--- src/rtl/spwm_pkg.sv ---
// spwm_pkg: constants and state type shared by the SPWM generator and the
// SPWM capture receiver, so both sides agree on carrier period and widths.
package spwm_pkg;

  localparam int unsigned SPWM_W           = 16;     // carrier counter / width field
  localparam int unsigned SPWM_PERIOD      = 10000;  // carrier period in clocks
  localparam int unsigned SPWM_CW          = 7;      // half-cycle window counter width
  localparam int unsigned SPWM_LOS_WINDOWS = 4;      // all-low windows meaning signal lost

  typedef enum logic [1:0] {
    IDLE  = 2'd0,
    POS   = 2'd1,
    NEG   = 2'd2,
    FAULT = 2'd3
  } spwm_state_e;

endpackage

--- src/rtl/pwm_sync_edge.sv ---
// pwm_sync_edge: brings one asynchronous PWM line into the clock domain with a
// two-flop synchronizer and flags its rising edge.
//   clock    in  system clock
//   reset    in  asynchronous active-low reset
//   i_async  in  raw PWM input
//   o_level  out synchronized level (2 clocks of latency)
//   o_rise   out one-cycle pulse on a synchronized 0->1 transition
module pwm_sync_edge (
  input  logic clock,
  input  logic reset,
  input  logic i_async,
  output logic o_level,
  output logic o_rise
);

  logic r_meta;
  logic r_sync;
  logic r_prev;

  always_ff @(posedge clock or negedge reset) begin
    if (!reset) begin
      r_meta <= 1'b0;
      r_sync <= 1'b0;
      r_prev <= 1'b0;
    end else begin
      r_meta <= i_async;
      r_sync <= r_meta;
      r_prev <= r_sync;
    end
  end

  assign o_level = r_sync;
  assign o_rise  = r_sync & ~r_prev;

endmodule

--- src/rtl/spwm_capture.sv ---
// spwm_capture: receive-side monitor for an SPWM pwm_Pos/pwm_Neg pair.
// Measures the dominant high time of every carrier window, tracks half-cycles
// (fundamental frequency), and flags shoot-through and loss of signal.
//   clock, reset          system clock, asynchronous active-low reset
//   pwm_Pos, pwm_Neg      asynchronous PWM inputs
//   sample_valid          pulse at end of each carrier window
//   sample_width          dominant high time of that window (0..PERIOD)
//   sample_neg            window belongs to negative half-cycle
//   half_valid, half_len  pulse at half-cycle boundary, windows in ended half
//   locked                two boundaries seen with no loss since
//   fault                 sticky overlap of synchronized inputs
module spwm_capture
  import spwm_pkg::*;
#(
  parameter int unsigned W           = SPWM_W,
  parameter int unsigned PERIOD      = SPWM_PERIOD,
  parameter int unsigned CW          = SPWM_CW,
  parameter int unsigned LOS_WINDOWS = SPWM_LOS_WINDOWS
) (
  input  logic          clock,
  input  logic          reset,
  input  logic          pwm_Pos,
  input  logic          pwm_Neg,
  output logic          sample_valid,
  output logic [W-1:0]  sample_width,
  output logic          sample_neg,
  output logic          half_valid,
  output logic [CW-1:0] half_len,
  output logic          locked,
  output logic          fault
);

  localparam int unsigned   LW       = $clog2(LOS_WINDOWS + 1);
  localparam logic [W-1:0]  WIN_LAST = W'(PERIOD - 1);
  localparam logic [LW-1:0] LOS_LAST = LW'(LOS_WINDOWS - 1);

  logic          w_pos_lvl, w_pos_rise, w_neg_lvl, w_neg_rise;
  spwm_state_e   r_state, w_state_nxt;
  logic [W-1:0]  r_win_cnt, r_pos_hi, r_neg_hi;
  logic [W-1:0]  w_pos_tot, w_neg_tot;
  logic [CW-1:0] r_half_cnt;
  logic [LW-1:0] r_los_cnt;
  logic          r_bnd_seen;
  logic          r_sample_valid, r_sample_neg, r_half_valid, r_locked, r_fault;
  logic [W-1:0]  r_sample_width;
  logic [CW-1:0] r_half_len;
  logic          w_overlap, w_run, w_eow, w_zero, w_boundary, w_los;

  pwm_sync_edge u_sync_pos (
    .clock  (clock),
    .reset  (reset),
    .i_async(pwm_Pos),
    .o_level(w_pos_lvl),
    .o_rise (w_pos_rise)
  );

  pwm_sync_edge u_sync_neg (
    .clock  (clock),
    .reset  (reset),
    .i_async(pwm_Neg),
    .o_level(w_neg_lvl),
    .o_rise (w_neg_rise)
  );

  assign w_overlap = w_pos_lvl & w_neg_lvl;
  // win_cnt sits at 0 while idle, so the edge cycle that leaves IDLE is
  // window position 0 and is counted like any other cycle of the window.
  assign w_run = (r_state == POS) || (r_state == NEG) ||
                 ((r_state == IDLE) && (w_pos_rise || w_neg_rise));
  // Totals include the current cycle, so the wrap cycle is counted.
  assign w_pos_tot  = r_pos_hi + W'(w_pos_lvl);
  assign w_neg_tot  = r_neg_hi + W'(w_neg_lvl);
  assign w_eow      = w_run && (r_win_cnt == WIN_LAST);
  assign w_zero     = (w_pos_tot == '0) && (w_neg_tot == '0);
  assign w_boundary = w_eow && (((r_state == POS) && (w_neg_tot != '0)) ||
                                ((r_state == NEG) && (w_pos_tot != '0)));
  assign w_los      = w_eow && w_zero && (r_los_cnt == LOS_LAST);

  always_comb begin
    w_state_nxt = r_state;
    case (r_state)
      IDLE:    if (w_pos_rise) w_state_nxt = POS;
               else if (w_neg_rise) w_state_nxt = NEG;
      POS:     if (w_boundary) w_state_nxt = NEG;
               else if (w_los) w_state_nxt = IDLE;
      NEG:     if (w_boundary) w_state_nxt = POS;
               else if (w_los) w_state_nxt = IDLE;
      default: w_state_nxt = FAULT;
    endcase
    if (w_overlap) w_state_nxt = FAULT;
  end

  always_ff @(posedge clock or negedge reset) begin
    if (!reset) r_state <= IDLE;
    else        r_state <= w_state_nxt;
  end

  always_ff @(posedge clock or negedge reset) begin
    if (!reset) begin
      r_win_cnt      <= '0;
      r_pos_hi       <= '0;
      r_neg_hi       <= '0;
      r_half_cnt     <= '0;
      r_los_cnt      <= '0;
      r_bnd_seen     <= 1'b0;
      r_sample_valid <= 1'b0;
      r_sample_width <= '0;
      r_sample_neg   <= 1'b0;
      r_half_valid   <= 1'b0;
      r_half_len     <= '0;
      r_locked       <= 1'b0;
      r_fault        <= 1'b0;
    end else begin
      r_sample_valid <= 1'b0;
      r_half_valid   <= 1'b0;
      if (w_overlap) begin
        // Overlap wins over a coinciding end of window.
        r_fault  <= 1'b1;
        r_locked <= 1'b0;
      end else if (w_run) begin
        if (!w_eow) begin
          r_win_cnt <= r_win_cnt + W'(1);
          r_pos_hi  <= w_pos_tot;
          r_neg_hi  <= w_neg_tot;
        end else begin
          r_win_cnt      <= '0;
          r_pos_hi       <= '0;
          r_neg_hi       <= '0;
          r_sample_valid <= 1'b1;
          r_sample_width <= (w_pos_tot > w_neg_tot) ? w_pos_tot : w_neg_tot;
          if (w_neg_tot > w_pos_tot)      r_sample_neg <= 1'b1;
          else if (w_pos_tot > w_neg_tot) r_sample_neg <= 1'b0;
          else                            r_sample_neg <= (r_state == NEG);
          if (w_los) begin
            r_los_cnt  <= '0;
            r_half_cnt <= '0;
            r_bnd_seen <= 1'b0;
            r_locked   <= 1'b0;
          end else if (w_boundary) begin
            // Boundary window opens the new half as its first window.
            r_half_valid <= 1'b1;
            r_half_len   <= r_half_cnt;
            r_half_cnt   <= CW'(1);
            r_los_cnt    <= '0;
            r_bnd_seen   <= 1'b1;
            if (r_bnd_seen) r_locked <= 1'b1;
          end else begin
            r_half_cnt <= (r_half_cnt == '1) ? r_half_cnt : r_half_cnt + CW'(1);
            r_los_cnt  <= w_zero ? r_los_cnt + LW'(1) : '0;
          end
        end
      end
    end
  end

  assign sample_valid = r_sample_valid;
  assign sample_width = r_sample_width;
  assign sample_neg   = r_sample_neg;
  assign half_valid   = r_half_valid;
  assign half_len     = r_half_len;
  assign locked       = r_locked;
  assign fault        = r_fault;

endmodule

--- config.mk ---
export PLATFORM = sky130hd
export DESIGN_NAME = spwm_capture
export DESIGN_NICKNAME = d
export VERILOG_FILES = /design/src/rtl/spwm_pkg.sv /design/src/rtl/pwm_sync_edge.sv /design/src/rtl/spwm_capture.sv
export SDC_FILE = /design/constraint.sdc
export NUM_CORES = 1
export LEC_CHECK = 0
export CORE_ASPECT_RATIO = 1.1
export CORE_UTILIZATION = 30
export CTS_CLUSTER_SIZE = 25
export DETAILED_ROUTE_END_ITERATION = 7
export SETUP_SLACK_MARGIN = 0.5
export SYNTH_ARGS = -nofsm -noshare
export SYNTH_HDL_FRONTEND = slang
export SYNTH_SLANG_ARGS = --single-unit
export TNS_END_PERCENT = 10
--- constraint.sdc ---
create_clock -name clock -period 6.6 [get_ports clock]
set_clock_uncertainty 0.05 [all_clocks]
set_input_delay 0.66 -clock clock [delete_from_list [all_inputs] [get_ports clock]]
set_output_delay 0.66 -clock clock [all_outputs]
set_load 0.01 [all_outputs]
==> impl_results.md <==
- Status: complete, no violations
- Fin cells: 841
- Reg-to-Reg End: sample_width[15]$_DFFE_PN0P_
- P&R area growth vs syn: 14.1%
- CTS sink cnt: 95
- Leakage power: 2.77 nW
- DIE AREA: 18800 um2
- Root buffer cell: clkbuf_16
- Multi-input combinational cell area: 2880 um2
- Ys async rst share: 100%
- Worst-path clk slew: 0.07 ns
- Via-per-instance ratio: 5.13
- PortBufs: 31
- Die W: 131 um
- Peak supply drop: 0.000207 V
- Achievable Freq: 265 MHz
- Number of core rows: 51
- Main synth FF type: dfrtp_1
- DP Worst Slack: 2.84 ns
- Finished Core Util: 35.2%
- Fill count: 1791
- Post-route worst setup slack: 2.83 ns
- Post-synth top area cell: dfrtp_1
- Clk_lat worst skew: 0.35 ns
- # IOs: 32
- Placed Cells: 827
- Grt total ovfl: 0
- Cells after synthesis: 582
- Maximum root-to-sink buffer count: 2
- Share of the synthesized area in the top cell type: 43.3%
- # Post-CTS Setup Buffers: 0
- Switching Power: 0.000851 W
- Crit path launch type: flop
- Initial antenna violation count: 0
- WL/cell: 16.2 um
- Kind of critical path: flop to flop
- Antenna viol nets, final: 0
- Synth top area cells: dfrtp_1 43%, ha_1 6.4%, o21ai_0 5.3%
- Final Hold Violating Endpoints: 0
- DR iter-0 viols: 401
- Critical R2R Launch: u_sync_pos.o_level$_DFF_PN0_
- Sequential Power Share: 34.5%
- Synth Cell Area: 5490 um2
- Final Cycle Share: 57.1%
- Die H: 144 um
- Critical Path Sink Type: flop
- FF-to-FF setup slack: 2.83 ns
- Sequential cell area fraction in the yosys report: 43.3%
- Clk pwr share: 24.1%
- Ys Warns: 0
- Largest net degree at the start of global routing: 69
- Drt drc: 0
- FF+latch count, synth: 95
- Reg2Reg Depth: 13
- Syn_area_per_cell: 9.43 um2
- Power Dens Cells: 327 nW/um2
- Num CTS Buffers: 9
- Initial core utilization: 30.8%
- Switching power share of the total: 41.6%
- Final setup viols: 0
- Final Critical Period: 3.77 ns
- CORE AREA: 17800 um2
- TNS Setup: 0 ns
- Sequential cell area: 2380 um2
- HPWL Detailed: 9640 um
- Internal: 0.00120 W
- Drt total wl: 13600 um
- CTS tree: done
- Total power: 0.00205 W
- Path category of the worst min-delay check: input port to asynchronous set/reset pin
- Crit path arrival time: 3.96 ns
- GRT Util Overall: 15.7%
- Drt first pass iters: 5
- Worst slew pin tran: 1.06 ns
- GPL Wtd Cong: 0.845
- RSZ-0062 raised after global routing: false
- Count of cell types in the netlist: 64
- Vias in the first global route: 4331
- Logic pwr share: 41.5%
- Max_cap viols: 0
- Final Slew Violations: 0
- CTS H-tree depth: 3
- First-pass GRT wire length: 22500 um
- Net count, final: 632
- EDFF count, synth: 0
- Ant. Diodes: 0
- Post-CTS resize count: 0
- Hold bufs inserted after CTS: 0
- Max FO, Critical Path: 11
- Post-Syn Nets: 614
- Vias: 4314
- Relative slew slack: 29.5%
- Required time of the critical path: 6.79 ns
- Fraction of layout cells with a size suffix above 1: 7.79%
==> power groups by stage <==
stage                     logic [W]  registers [W]  clock network [W]
after CTS                  0.000841       0.000705           0.000504
after detailed placement   0.000837       0.000716                  0
after global routing       0.000939       0.000715           0.000525
final                      0.000848       0.000706           0.000492
after floorplan            0.000662       0.000685                  0
after global placement     0.000828       0.000711                  0
==> worst max path at each step <==
stage / slack [ns] / cells after the start / startpoint / to
after floorplan: 3.29 / 15 / u_sync_neg.o_level$_DFF_PN0_ / sample_width[12]$_DFFE_PN0P_
after global placement: 2.92 / 13 / u_sync_pos.o_level$_DFF_PN0_ / sample_width[5]$_DFFE_PN0P_
after detailed placement: 2.84 / 13 / u_sync_pos.o_level$_DFF_PN0_ / sample_width[15]$_DFFE_PN0P_
after CTS: 2.82 / 13 / u_sync_pos.o_level$_DFF_PN0_ / sample_width[15]$_DFFE_PN0P_
after global routing: 2.48 / 13 / u_sync_pos.o_level$_DFF_PN0_ / sample_width[5]$_DFFE_PN0P_
final: 2.83 / 13 / u_sync_pos.o_level$_DFF_PN0_ / sample_width[15]$_DFFE_PN0P_
==> logic make-up (layout without fill, tap and decap cells) <==
logic type,after synthesis,in the layout,share of synthesized area (%)
multiplexers,9,9,2.28
XOR/XNOR,48,48,7.80
flip-flops,95,95,43.3
buffers and inverters,53,74,4.10
AND/OR/NAND/NOR,223,223,21.6
adder cells (fa/ha/maj),28,28,6.39
AO/OA/AOI/OAI,126,126,14.5
==> cell type report <==
type                       instances  area share, %
multi-input combinational        434           46.1
sequential                        95           38.0
timing repair buffer              35           5.40
tap                              238           4.76
clock buffer                      10           3.82
inverter                          25           1.50
clock inverter                     4          0.500
==> metrics by stage <==
step                hold slack (ns)  cell area [um2]
global placement              0.297             5990
floorplan                     0.281             5490
detailed placement            0.294             5990
finish                        0.175             6260
CTS                           0.182             6260
global route                  0.201             6260
==> critical path, cell delays in order, from the launching register on <==
cell and delay (ns):
dfrtp_1 0.42, ha_1 0.25, ha_1 0.27, nand2_1 0.16
nor4_2 0.41, xor2_2 0.35, ha_1 0.21, nand4_1 0.13
nor2_1 0.14, o21ai_0 0.09, o221a_2 0.25, nor2_1 0.53
a21oi_1 0.15, a22o_1 0.23
==> state kept, by name, indices dropped and copies added, names as in the netlist, 2 cells and up <==
name,flops
r_los_cnt,3
r_state,2
r_neg_hi,16
r_pos_hi,16
r_half_cnt,7
sample_width,16
r_win_cnt,16
half_len,7
==> Yosys cell counts (4+ instances only) <==
master	number
nand4_1	16
a21o_1	5
nor2_1	35
dfrtp_1	95
o21ai_0	58
a22o_1	11
nand2_1	77
nor3_1	11
and3_1	13
mux2_4	7
inv_1	25
nor4_1	5
xor2_1	17
xnor2_1	30
nand3_1	24
a311oi_1	5
a21oi_1	18
ha_1	28
buf_2	9
clkbuf_1	14
and2_1	10
nor2b_1	4
==> metal layers <==
| layer | GRT usage (%) | part of all wire, % | vias to the layer above |
|---|---|---|---|
| met4 | 6.53 | 2.2 | 0 |
| met2 | 25.9 | 48 | 74 |
| met1 | 20.1 | 46 | 2133 |
| met3 | 2.68 | 3.5 | 19 |
| met5 | 0 | 0 | - |
| li1 | - | - | 2088 |
==> layout by cell type, fill, tap and decap left out, types with 3 or more instances in the layout <==
cell and instances:
nor3_1 11, o21ai_0 58, xor2_1 17, xnor2_1 30, nor2_1 35, and2_1 10, clkbuf_16 9, a21oi_1 18
nor2b_1 4, nand2_1 77, and3_1 13, o31ai_1 3, nor4_1 5, or3_1 3, and4_1 3, nand3_1 24
a311oi_1 5, a22o_1 11, dfrtp_1 95, a21o_1 5, ha_1 28, a31oi_1 3, a211oi_1 3, nand4_1 16
buf_4 5, clkdlybuf4s50_1 30, nor4_2 3, mux2_4 7, inv_1 25
Power figures use the tool's default switching activity.
